`config.mk`:
```
export PLATFORM = sky130hd
export DESIGN_NAME = result_bus_arbiter
export DESIGN_NICKNAME = d
export VERILOG_FILES = /design/src/rtl/ppc_types_pkg.sv /design/src/rtl/result_bus_arbiter_rr_arbiter.sv /design/src/rtl/result_bus_arbiter.sv
export SDC_FILE = /design/constraint.sdc
export NUM_CORES = 1
export LEC_CHECK = 0
export ABC_AREA = 1
export BUFFER_PORTS_ARGS = -buffer_cell sky130_fd_sc_hd__buf_2
export CAP_MARGIN = 20
export CORE_MARGIN = 3
export CORE_UTILIZATION = 44
export CTS_CLUSTER_DIAMETER = 60
export DETAILED_ROUTE_END_ITERATION = 16
export PLACE_DENSITY_LB_ADDON = 0.12
export SLEW_MARGIN = 40
export SYNTH_ARGS = -nofsm -noshare
export SYNTH_HDL_FRONTEND = slang
export SYNTH_SLANG_ARGS = --single-unit
```
`constraint.sdc`:
```
create_clock -name clk -period 1.5 [get_ports clk]
set_input_delay 0.225 -clock clk [delete_from_list [all_inputs] [get_ports clk]]
set_output_delay 0.225 -clock clk [all_outputs]
set_load 0.005 [all_outputs]
```
`src/rtl/ppc_types_pkg.sv`:
```
// Shared PowerPC core types used by the execution units and the common result bus.
package ppc_types;

    localparam int unsigned RB_RS_ID_WIDTH = 5;

    // CR0 field bits (lt, gt, eq, so) plus the XER flags an instruction can update
    typedef struct packed {
        logic [0:3] cr0;
        logic       so;
        logic       ov;
        logic       ca;
    } cond_exception_t;

    typedef struct packed {
        logic [0:RB_RS_ID_WIDTH-1] rs_id;
        logic [0:4]                reg_addr;
        logic [0:31]               result;
        cond_exception_t           cr0_xer;
    } result_bus_t;

    // Successor index with an explicit wrap, valid for any n (not only powers of two)
    function automatic int unsigned rr_next(input int unsigned idx, input int unsigned n);
        return (idx == n - 1) ? 0 : idx + 1;
    endfunction

endpackage

```
`src/rtl/result_bus_arbiter_rr_arbiter.sv`:
```
// Combinational N-way arbiter: round-robin from ptr when RESULT_BUS_ROUND_ROBIN_EN
// is defined, otherwise fixed priority with the lowest index winning.
module rr_arbiter #(
    parameter int unsigned N = 4
) (
    input  logic [0:N-1]         req,
`ifdef RESULT_BUS_ROUND_ROBIN_EN
    input  logic [$clog2(N)-1:0] ptr,
`endif
    output logic [0:N-1]         grant,
    output logic [$clog2(N)-1:0] grant_idx,
    output logic                 any
);

    localparam int unsigned IDX_W = $clog2(N);

    // Scan candidates in priority order; the first requester found wins
    always_comb begin
        int unsigned idx;
        grant     = '0;
        grant_idx = '0;
        any       = 1'b0;
        idx       = 0;
        for (int unsigned k = 0; k < N; k++) begin
`ifdef RESULT_BUS_ROUND_ROBIN_EN
            idx = 32'(ptr) + k;
            if (idx >= N) begin
                idx = idx - N;
            end
`else
            idx = k;
`endif
            if (!any && req[IDX_W'(idx)]) begin
                any       = 1'b1;
                grant_idx = IDX_W'(idx);
            end
        end
        if (any) begin
            grant[grant_idx] = 1'b1;
        end
    end

endmodule

```
`src/rtl/result_bus_arbiter.sv`:
```
// Arbitrates execution-unit results onto the single registered result bus.
// RESULT_BUS_ROUND_ROBIN_EN selects round-robin; default build is fixed priority.
module result_bus_arbiter
    import ppc_types::*;
#(
    parameter int unsigned UNITS       = 4,
    parameter int unsigned RS_ID_WIDTH = 5
) (
    input  logic                                  clk,
    input  logic                                  rst,
    input  logic [0:UNITS-1]                      unit_valid,
    output logic [0:UNITS-1]                      unit_ready,
    input  logic [0:UNITS-1][0:RS_ID_WIDTH-1]     unit_rs_id,
    input  logic [0:UNITS-1][0:4]                 unit_reg_addr,
    input  logic [0:UNITS-1][0:31]                unit_result,
    input  cond_exception_t [0:UNITS-1]           unit_cr0_xer,
    output logic                                  cdb_valid,
    input  logic                                  cdb_ready,
    output logic [0:RS_ID_WIDTH-1]                cdb_rs_id,
    output logic [0:4]                            cdb_reg_addr,
    output logic [0:31]                           cdb_result,
    output cond_exception_t                       cdb_cr0_xer,
    output logic [0:$clog2(UNITS)-1]              cdb_src
);

    localparam int unsigned IDX_W = $clog2(UNITS);

    logic [0:UNITS-1] grant;
    logic [IDX_W-1:0] grant_idx;
    logic             any_req;
    logic             load_c;

`ifdef RESULT_BUS_ROUND_ROBIN_EN
    logic [IDX_W-1:0] rr_ptr;
`endif

    rr_arbiter #(
        .N(UNITS)
    ) u_arb (
        .req      (unit_valid),
`ifdef RESULT_BUS_ROUND_ROBIN_EN
        .ptr      (rr_ptr),
`endif
        .grant    (grant),
        .grant_idx(grant_idx),
        .any      (any_req)
    );

    // Register is empty or draining this cycle, so it can take a new entry
    assign load_c = !cdb_valid || cdb_ready;

    // Reset also blocks acceptance so nothing is handshaken into a register held clear
    always_comb begin
        unit_ready = '0;
        if (rst && load_c) begin
            unit_ready = grant;
        end
    end

    always_ff @(posedge clk or negedge rst) begin
        if (!rst) begin
            cdb_valid    <= 1'b0;
            cdb_rs_id    <= '0;
            cdb_reg_addr <= '0;
            cdb_result   <= '0;
            cdb_cr0_xer  <= '0;
            cdb_src      <= '0;
        end else if (load_c) begin
            if (any_req) begin
                cdb_valid    <= 1'b1;
                cdb_rs_id    <= unit_rs_id[grant_idx];
                cdb_reg_addr <= unit_reg_addr[grant_idx];
                cdb_result   <= unit_result[grant_idx];
                cdb_cr0_xer  <= unit_cr0_xer[grant_idx];
                cdb_src      <= grant_idx;
            end else begin
                cdb_valid    <= 1'b0;
            end
        end
    end

`ifdef RESULT_BUS_ROUND_ROBIN_EN
    // Pointer moves just past the winner; it only advances on a transfer
    always_ff @(posedge clk or negedge rst) begin
        if (!rst) begin
            rr_ptr <= '0;
        end else if (load_c && any_req) begin
            rr_ptr <= IDX_W'(rr_next(32'(grant_idx), UNITS));
        end
    end
`endif

endmodule

```
; Word-level counts from Yosys, hierarchy flattened
; Cells that the tools add are included.
[classes]
reduce_logical = 11
magnitude_cmp = 2
muxes = 24
n_bitwise = 1
[op_table]
columns = operator, n
row1 = 32-bit binary-select mux with 2-bit select, 1
row2 = 32-bit 2-to-1 mux, 2
row3 = 5-bit binary-select mux with 2-bit select, 2
row4 = 5-bit 2-to-1 mux, 4
row5 = 7-bit binary-select mux with 2-bit select, 1
row6 = 7-bit 2-to-1 mux, 2
row7 = 4-bit 2-to-1 mux, 2
row8 = 1-bit 2-to-1 mux, 7
row9 = 1-bit logical AND, 5
row10 = 1-bit logical NOT, 4
row11 = 2-bit 2-to-1 mux, 2
row12 = 3-bit greater-or-equal comparator (second input constant), 1
row13 = 3-bit by 1-bit < comparator with 1-bit output (second input constant), 1
row14 = 2-bit NOT with 3-bit output, 1
row15 = 1-bit demux with 2-bit select, 1
row16 = 2-bit AND reduction, 1
row17 = 1-bit logical OR, 1
[totals]
out_inout_bits = 56
in_bits = 203
register_bits = 52

; Longest topological paths before layout
; Gate-level depths: netlist (run 1).
[logic_depth]
depth_word = 17
ltp_mapped = 10
ltp_nobuf = 9

; By module
; A second synthesis (run 1) with hierarchy kept.
[unflattened]
hier_cells = 813
hier_area_um2 = 4379.2
[modules_own_cells]
columns = mod, area_each_um2, cells_each, n_inst
row1 = result_bus_arbiter, 4320.4, 800, 1
row2 = rr_arbiter, 58.8, 13, 1

; Worst setup path before layout (run 1)
; Ideal clock, no wire load.
[synth_path]
path_type = register to register
startpoint = register cdb_valid
endpoint = register cdb_reg_addr[1] (netlist name)
path_buffers = 2
t_required_ps = 1434
synth_period_minus_slack_ps = 1230
stages_incl_launch_ff = 8
slack_ps = 270
arrival_time_ps = 1165
cell_sequence = dfrtp_1 -> inv_1 -> nor2_1 -> a31oi_2 -> buf_2 -> buf_4 -> nand2_1 -> nand2_1
[synth_between]
elab_chain_cells = 3
[synth_lines]
columns = element, line
row1 = "start, declared", result_bus_arbiter.sv:17  ; output logic cdb_valid,
row2 = "start signal, assigned", result_bus_arbiter.sv:62  ; cdb_valid <= 1'b0;
row3 = "start signal, assigned", result_bus_arbiter.sv:70  ; cdb_valid <= 1'b1;
row4 = "start signal, assigned", result_bus_arbiter.sv:77  ; cdb_valid <= 1'b0;
row5 = 1-bit logical NOT, result_bus_arbiter.sv:50  ; assign load_c = !cdb_valid || cdb_ready;
row6 = 1-bit logical OR, result_bus_arbiter.sv:50
row7 = 2-bit AND reduction (no source line), n/a
row8 = "end signal, assigned", result_bus_arbiter.sv:72  ; cdb_reg_addr <= unit_reg_addr[grant_idx];
row9 = "end, declared", result_bus_arbiter.sv:20  ; output logic [0:4] cdb_reg_addr,
; No other way between the ends.
; A chain may end at the register's enable or synchronous reset.

; Worst setup path in the final report (run 1)
[layout_path]
startpoint = register cdb_valid
endpoint = output unit_ready[0] (netlist name)
[layout_between]
elab_chain_cells = 4
[layout_lines]
columns = element, line
row1 = 1-bit logical NOT, result_bus_arbiter.sv:50
row2 = 1-bit logical OR, result_bus_arbiter.sv:50
row3 = 1-bit logical AND, result_bus_arbiter.sv:55  ; if (rst && load_c) begin
row4 = 4-bit 2-to-1 mux, result_bus_arbiter.sv:55
row5 = "end, declared", result_bus_arbiter.sv:12  ; output logic [0:UNITS-1] unit_ready,
; No other way between the ends.

==> reports/qor.log, run 1 <==
[synth] area of the mapped netlist 4040 sq um
[synth] Synth Net Count 882
[cells_and_area] Filler cells 817
[status] status complete, no violations
[synth] most repeated cell in the gate-level netlist after synthesis nand3_1
[die] Die Footprint 10400 sq um
[setup_path] startpoint type of the worst setup path flip-flop
[drt] ANT nets after route 0
[drt] First DRT Iteration DRCs 256
[global_route] met3 track demand over resource in global routing 0.0382
[drt] DRC errors left 0
[placement] placed cell areas 5530 sq um
[setup_path] Worst EP required 1.27 ns
[timing] hold slack 0.0956 ns
[synth] async set or reset register ratio after synthesis 1.00
[placement] post-detailed-placement half-perimeter wirelength 10.8 mm
[timing] worst max-slew margin expressed relative to the limit 0.550
[clocking] CTS HTree Levels 2
[synth] number of synthesized flops with an enable pin 0
[cells_and_area] Syn-to-layout area delta 42.1%
[synth] number of distinct library cells after synthesis 17
[setup_path] Worst setup EP type primary output
[drt] total via count after detailed routing 5316
[global_route] via count of the first global-routing pass 4984
[synth] proportion of synthesized chip area in sequential cells 0.322
[clocking] CTS buffer count 5
[synth] area share of the largest cell type after synthesis 0.322
[drt] ratio of routed vias to standard cells 5.18
[global_route] maximum number of pins on one net before global-route repair 73
[setup_path] Critical Path Start cdb_valid$_DFFE_PN0N_
[clocking] TritonCTS clock tree done
[die] Core Region 8810 sq um
[clocking] clock tree sinks 52
[clocking] clock-pin slew on the worst setup and hold paths 0.10 ns
[clocking] insertion delay to the later sink of the worst-skew pair 0.30 ns
[pwr] fraction of power consumed by sequential logic 0.399
[timing] total of endpoints with negative setup slack in the final report 0
[die] Starting Density 0.459
[global_route] number of antenna violations at the first check in global routing 0
[global_route] GRT Residual Overflow 0
[timing] highest attainable clock frequency 672 MHz
[drt] number of search-and-repair iterations in the first detailed-routing pass 5
[cells_and_area] Nets 1120
[synth] most numerous cell types in the synthesized netlist 245 x nand3_1, 224 x nand2_1, 90 x inv_1, 52 x dfrtp_1, 22 x clkbuf_1
[pwr] switching power 1.48 mW
[cells_and_area] Final Instance Count excl. Fillers 1026
[min_path] Hold WC Path Type in2async
[cells_and_area] combined area of the multi-input logic cells 2210 sq um
[global_route] global routing usage summed across all routing layers 0.270
[clocking] Clock Tree Root clkbuf_8
[global_route] wire length of the first global-routing pass 22.7 mm
[setup_path] crit path kind reg2out
[pwr] Clk network pwr share 0.239
[setup_path] worst r2r src cdb_valid$_DFFE_PN0N_
[global_route] global-route layer with the greatest usage met2
[timing] final worst path period need 1.49 ns
[die] Die Width 102 um
[placement] Port Buf Inserts 258
[setup_path] CP cell instances inv_2 > nor2_4 > inv_2 > nand2_4 > buf_4 > nor2_4 > buf_2
[setup_path] critical path's slowest cell dfrtp_1
[synth] Synth Flop Type dfrtp_1
[setup_path] Critical Path Max Stage Delay 0.39 ns
[synth] syn_area_per_cell 5.95 sq um
[drt] Routed Wire Length 14.5 mm
[pwr] largest voltage drop on the vdd net 0.411 mV
[cells_and_area] post-route cell area 5740 sq um
[cells_and_area] total inserted antenna cells 0
[placement] weighted congestion reported at the end of routability-driven placement 0.942
[timing] endpoints failing hold 0
[timing] period utilization 0.992
[synth] Gate Count Post-Synth 679
[global_route] routing usage on met1 0.328
[timing] max-slew violation total from the final report 0
[pwr] power share of the combinational group 0.362
[die] num rows 34
[synth] Yosys reg bits 52
[timing] post-route clock skew 0.00385 ns
[drt] routed wire length per instance 14.2 um
[timing] setup_tns 0 ns
[setup_path] arrival time of the worst setup path 1.26 ns
[placement] cell count after placement 1015
[cells_and_area] flip-flop and latch area 1300 sq um
[die] Boundary Pins 259
[run] max-capacitance violation count 0
[global_route] global routing usage on met2 0.481
[synth] yosys synthesis warning count 0
[pwr] power after layout 4.43 mW
[synth] biggest area contributors in the synthesized netlist dfrtp_1 32%, nand3_1 30%, nand2_1 21%, inv_1 8.4%, clkbuf_1 2.0%
[pwr] Cell Int Power 2.95 mW
[timing] worst slew pin tran 0.675 ns
[pwr] Cell Pwr Density 772 nW/um^2
[timing] unrepaired setup endpoints after global routing true
[die] die height 102 um
[cells_and_area] share of layout cells above drive strength 1 0.336
[pwr] Pleak 3.55 nW
[clocking] clk buf depth 2
[synth] cell accounting for the most synthesized area dfrtp_1
[setup_path] crit-path max FO 3
[pwr] switching portion of total power 0.334
[critical path: cells and delay by family, from the launching register on]
| kind | cells | cell delay [ns] |
|---|---|---|
| buffers and inverters | 4 | 0.40 |
| DFF | 1 | 0.39 |
| and+or+nand+nor | 3 | 0.18 |
[state kept, by name, indices dropped and copies added, names as in the netlist]
name and cells:
cdb_result 32, cdb_rs_id 5, cdb_valid 1, cdb_cr0_xer 7, cdb_reg_addr 5, cdb_src 2
[stage by stage]
stage	worst slack, ns	util
detailed placement	0.0414	0.628
floorplan	0.270	-
global route	-0.0632	0.652
finish	0.0115	0.652
global placement	0.0632	0.628
CTS	-0.0644	0.650
[timing repair]
action	4_1_cts	5_1_grt
endpoints found under the setup margin	4	4
pin swaps	3	3
hold endpoints to repair	0	0
buffers inserted	3	0
gates resized for setup	9	4
hold buffers	0	0
[kinds of logic (layout without fill, tap and decap cells)]
kind of cell	after synthesis	after routing	synth area share
AOI/OAI and AO/OA	4	4	0.00774
buffers and inverters	145	384	0.148
DFF	52	52	0.322
and+or+nand+nor	478	478	0.522
[layout by cell type, fill, tap and decap left out]
cell | Yosys | final
nor2_2 | 1 | 2
dfrtp_1 | 52 | 52
nand2_2 | 2 | 1
buf_4 | 5 | 15
clkbuf_8 | 0 | 7
nand2_1 | 224 | 223
buf_12 | 0 | 11
nand2_4 | 0 | 2
o21ai_0 | 2 | 2
nor2_1 | 5 | 1
inv_2 | 2 | 5
a31oi_4 | 0 | 1
nor4_4 | 0 | 1
inv_1 | 90 | 87
nor2_4 | 0 | 3
nand3_1 | 245 | 245
bufinv_16 | 0 | 1
o21ai_4 | 0 | 1
buf_2 | 15 | 258
[metal layers]
metal,vias up,wire [um]
met4,0,489
met5,-,0
li1,2626,-
met2,279,7120
met3,40,1190
met1,2371,5730
[path summary, 6_finish.rpt]
| check | to | slack [ns] | depth (start not counted) |
|---|---|---|---|
| max | unit_ready[0] | 0.01 | 7 |
| min | cdb_result[27]$_DFFE_PN0P_ | 0.1 | 2 |
| max reg2reg | cdb_reg_addr[0]$_DFFE_PN0P_ | 0.10 | 7 |
| min reg2reg | cdb_cr0_xer[1]$_DFFE_PN0P_ | 0.48 | 2 |
| max in group asynchronous | cdb_result[2]$_DFFE_PN0P_ | 0.95 | 2 |
| min in group clk | cdb_valid$_DFFE_PN0N_ | 0.22 | 4 |
[final cells by class]
type,count,area share
tap,108,0.0235
timing repair buffer,284,0.283
inverter,92,0.0601
multi-input combinational,482,0.385
sequential,52,0.227
clock buffer,7,0.0168
clock inverter,1,0.00523
[power groups by stage]
stage                     Clock [mW]  Sequential (mW)  Combinational [mW]
after floorplan                    0             1.80               0.758
after global placement             0             1.80                1.56
after detailed placement           0             1.79                1.59
after CTS                       1.08             1.77                1.62
after global routing            1.14             1.80                1.81
final                           1.06             1.77                1.60
(Power assumes the default switching activity.)
==> run 2, diff against run 1 <==
ABC_AREA = not set   (was 1)
CORE_MARGIN = not set   (was 3)
CORE_UTILIZATION = 45   (was 44)
==> run 2 against run 1 <==
Compared with the run above: the run now ends with setup timing left; wire length grew 2.3%; sequential share of layout area shrank 1.3 points; sequential cell count is the same; fmax shrank 3.2%; non-clock buffer count grew 5; sequential power shrank 5%; clock power shrank 32%; area after synthesis grew 9.6%; final area grew 6.2%; worst hold slack gained 0.0043 ns.
==> reports/qor.log, run 2 <==
[drt] number of search-and-repair iterations in the first detailed-routing pass 4 [was 5]
[die] Core Region 9370 sq um [was 8810 sq um]
[die] num rows 35 [was 34]
[placement] weighted congestion reported at the end of routability-driven placement 0.817 [was 0.942]
[pwr] Clk network pwr share 0.187 [was 0.239]
[synth] most repeated cell in the gate-level netlist after synthesis nor3b_1 [was nand3_1]
[placement] Port Buf Inserts 258 [unchanged]
[drt] DRC errors left 0 [unchanged]
[status] status finished, violations left [was complete, no violations]
[synth] area of the mapped netlist 4430 sq um [was 4040 sq um]
[run] max-capacitance violation count 0 [unchanged]
[global_route] GRT Residual Overflow 0 [unchanged]
[timing] final worst path period need 1.54 ns [was 1.49 ns]
[synth] number of distinct library cells after synthesis 31 [was 17]
[die] Die Width 101 um [was 102 um]
[pwr] power after layout 3.86 mW [was 4.43 mW]
[clocking] clock tree sinks 52 [unchanged]
[global_route] wire length of the first global-routing pass 23.1 mm [was 22.7 mm]
[pwr] Pleak 2.77 nW [was 3.55 nW]
[setup_path] startpoint type of the worst setup path flip-flop [unchanged]
[cells_and_area] top flop regs cdb_result: 32 flops, cdb_cr0_xer: 7 flops [unchanged]
[drt] ratio of routed vias to standard cells 5.66 [was 5.18]
[cells_and_area] most common cell after layout, fill and taps aside buf_2 [unchanged]
[die] Starting Density 0.473 [was 0.459]
[drt] routed wire length per instance 16.2 um [was 14.2 um]
[timing] highest attainable clock frequency 650 MHz [was 672 MHz]
[clocking] CTS buffer count 5 [unchanged]
[timing] total of endpoints with negative setup slack in the final report 1 [was 0]
[clocking] CTS HTree Levels 2 [unchanged]
[timing] post-route clock skew 0.00825 ns [was 0.00385 ns]
[drt] First DRT Iteration DRCs 154 [was 256]
[timing] Final WS setup -0.0385 ns [was 0.0115 ns]
[synth] Yosys reg bits 52 [unchanged]
[cells_and_area] post-route cell area 6100 sq um [was 5740 sq um]
[global_route] global routing usage summed across all routing layers 0.285 [was 0.270]
[pwr] Cell Pwr Density 633 nW/um^2 [was 772 nW/um^2]
[cells_and_area] total inserted antenna cells 0 [unchanged]
[synth] number of synthesized flops with an enable pin 0 [unchanged]
[cells_and_area] flip-flop and latch area 1300 sq um [about the same]
[cells_and_area] combined area of the multi-input logic cells 2890 sq um [was 2210 sq um]
[clocking] clk buf depth 2 [unchanged]
[pwr] Cell Int Power 2.62 mW [was 2.95 mW]
[setup_path] crit path kind reg2out [unchanged]
[timing] worst slew pin tran 0.652 ns [was 0.675 ns]
[cells_and_area] most frequent cells in the layout 256 x buf_2, 55 x nor3b_1, 51 x dfrtp_1, 50 x nor2b_1, 50 x o21ai_0 [was 258 x buf_2, 245 x nand3_1, 223 x nand2_1, 87 x inv_1, 52 x dfrtp_1]
[drt] total via count after detailed routing 5192 [was 5316]
[pwr] largest voltage drop on the vdd net 0.540 mV [was 0.411 mV]
[cells_and_area] register with the most flip-flops cdb_result [unchanged]
[synth] yosys synthesis warning count 0 [unchanged]
[cells_and_area] Syn-to-layout area delta 37.7% [was 42.1%]
[global_route] maximum number of pins on one net before global-route repair 99 [was 73]
[synth] biggest area contributors in the synthesized netlist dfrtp_1 29%, nor3b_1 9.3%, nor2b_1 7.2%, o21ai_0 5.6%, o31a_1 5.3% [was dfrtp_1 32%, nand3_1 30%, nand2_1 21%, inv_1 8.4%, clkbuf_1 2.0%]
[timing] unrepaired setup endpoints after global routing true [unchanged]
[synth] Gate Count Post-Synth 558 [was 679]
[pwr] switching portion of total power 0.320 [was 0.334]
[synth] cell accounting for the most synthesized area dfrtp_1 [unchanged]
[drt] ANT nets after route 0 [unchanged]
[cells_and_area] Filler cells 893 [was 817]
[clocking] TritonCTS clock tree done [unchanged]
[cells_and_area] flip-flop count of the largest register after layout 32 [unchanged]
[placement] post-detailed-placement half-perimeter wirelength 11.2 mm [was 10.8 mm]
[synth] most numerous cell types in the synthesized netlist 55 x nor3b_1, 52 x dfrtp_1, 51 x nor2b_1, 50 x o21ai_0, 43 x a21oi_1 [was 245 x nand3_1, 224 x nand2_1, 90 x inv_1, 52 x dfrtp_1, 22 x clkbuf_1]
[status] violations in the final reports setup timing
[min_path] Hold WC Path Type in2async [unchanged]
[clocking] insertion delay to the later sink of the worst-skew pair 0.30 ns [about the same]
[timing] hold slack 0.0999 ns [was 0.0956 ns]
[clocking] Clock Tree Root clkbuf_8 [unchanged]
[setup_path] Worst EP required 1.27 ns [about the same]
[pwr] fraction of power consumed by sequential logic 0.438 [was 0.399]
[synth] async set or reset register ratio after synthesis 1.00 [unchanged]
[timing] worst max-slew margin expressed relative to the limit 0.565 [was 0.550]
[setup_path] crit-path max FO 2 [was 3]
[drt] Routed Wire Length 14.9 mm [was 14.5 mm]
[synth] syn_area_per_cell 7.94 sq um [was 5.95 sq um]
[synth] Synth Net Count 761 [was 882]
[synth] area share of the largest cell type after synthesis 0.294 [was 0.322]
[timing] max-slew violation total from the final report 0 [unchanged]
[global_route] via count of the first global-routing pass 4863 [was 4984]
[timing] period utilization 1.03 [was 0.992]
[pwr] switching power 1.24 mW [was 1.48 mW]
[cells_and_area] Nets 993 [was 1120]
[timing] endpoints failing hold 0 [unchanged]
[die] Boundary Pins 259 [unchanged]
[placement] placed cell areas 5960 sq um [was 5530 sq um]
[die] Die Footprint 10200 sq um [was 10400 sq um]
[synth] proportion of synthesized chip area in sequential cells 0.294 [was 0.322]
[cells_and_area] share of layout cells above drive strength 1 0.391 [was 0.336]
[die] die height 101 um [was 102 um]
[pwr] power share of the combinational group 0.375 [was 0.362]
[synth] Synth Flop Type dfrtp_1 [unchanged]
[clocking] clock-pin slew on the worst setup and hold paths 0.09 ns [was 0.10 ns]
[setup_path] arrival time of the worst setup path 1.31 ns [was 1.26 ns]
[global_route] number of antenna violations at the first check in global routing 0 [unchanged]
[timing] setup_tns -0.0385 ns [was 0 ns]
[setup_path] Worst setup EP type primary output [unchanged]
==> run 2: changes by cell type after synthesis, sizes merged, moves of 21 or more <==
cell	before	now
a21oi	0	43
and3b	0	21
inv	92	1
nand2	226	30
nand3	245	1
nand3b	0	21
nor2	6	35
nor2b	0	51
nor3b	0	55
o21a	0	28
o21ai	3	52
o2bb2ai	0	21
o31a	0	27
o31ai	0	27
==> run 2: routing by layer <==
metal,vias to the layer above,GRT usage,part of all wire
li1,2504,-,-
met1,2436,0.344,0.41
met2,220,0.505,0.50
met3,32,0.0545,0.068
met4,0,0.104,0.026
met5,-,0,0
==> run 2: worst paths after layout <==
check / startpoint / end / slack (ns) / cells past startpoint
worst max-delay path: cdb_valid$_DFFE_PN0N_ / unit_ready[3] / -0.04 / 4
worst min register to register: cdb_src[0]$_DFFE_PN0P_ / cdb_src[0]$_DFFE_PN0P_ / 0.49 / 1
worst min-delay path: rst / cdb_result[16]$_DFFE_PN0P_ / 0.1 / 2
worst max register to register: cdb_valid$_DFFE_PN0N_ / cdb_result[2]$_DFFE_PN0P_ / 0.13 / 5
min in group clk: unit_result[110] / cdb_result[17]$_DFFE_PN0P_ / 0.26 / 3
max in group asynchronous: rst / cdb_valid$_DFFE_PN0N_ / 0.93 / 2
==> run 2: cell type report <==
type | instances | share of cell area
clock buffers | 5 | 0.0113
multi-input cells | 441 | 0.474
repair buffers | 289 | 0.274
flip-flops and latches | 52 | 0.214
well taps | 129 | 0.0265
inverters | 1 | 0.000616
==> run 2: timing repair <==
action	CTS	global route
setup buffers	3	0
setup endpoints to repair	4	4
hold buffers	0	0
pin swaps	2	2
gates resized for setup	8	3
==> run 2: cells by family (layout without fill, tap and decap cells) <==
| kind of cell | after synthesis | in the layout | synth area share |
|---|---|---|---|
| and+or+nand+nor | 220 | 220 | 0.310 |
| buffers and inverters | 65 | 295 | 0.0675 |
| AOI/OAI and AO/OA | 221 | 221 | 0.329 |
| DFF | 52 | 52 | 0.294 |
==> run 2: per-stage QoR <==
| step | std cells | setup slack (ns) | util |
|---|---|---|---|
| 2_1_floorplan | 558 | 0.187 | - |
| 3_3_place_gp | 909 | -0.121 | 0.636 |
| 3_5_place_dp | 909 | -0.117 | 0.636 |
| 4_1_cts | 917 | -0.0728 | 0.649 |
| 5_1_grt | 917 | -0.0823 | 0.651 |
| 6_report | 917 | -0.0385 | 0.651 |
==> run 2: critical path: stages, from the launching register on <==
cell and delay [ns]:
dfrtp_2 0.43, nand2b_4 0.08, nand2_4 0.05, nor4bb_4 0.29
buf_2 0.16
==> run 2: power by group through the flow <==
stage / sequential, mW / combinational [mW] / clock (mW)
2_1_floorplan: 1.72 / 0.681 / 0
3_3_place_gp: 1.72 / 1.40 / 0
3_5_place_dp: 1.72 / 1.44 / 0
4_1_cts: 1.69 / 1.46 / 0.744
5_1_grt: 1.71 / 1.59 / 0.792
6_report: 1.69 / 1.45 / 0.722
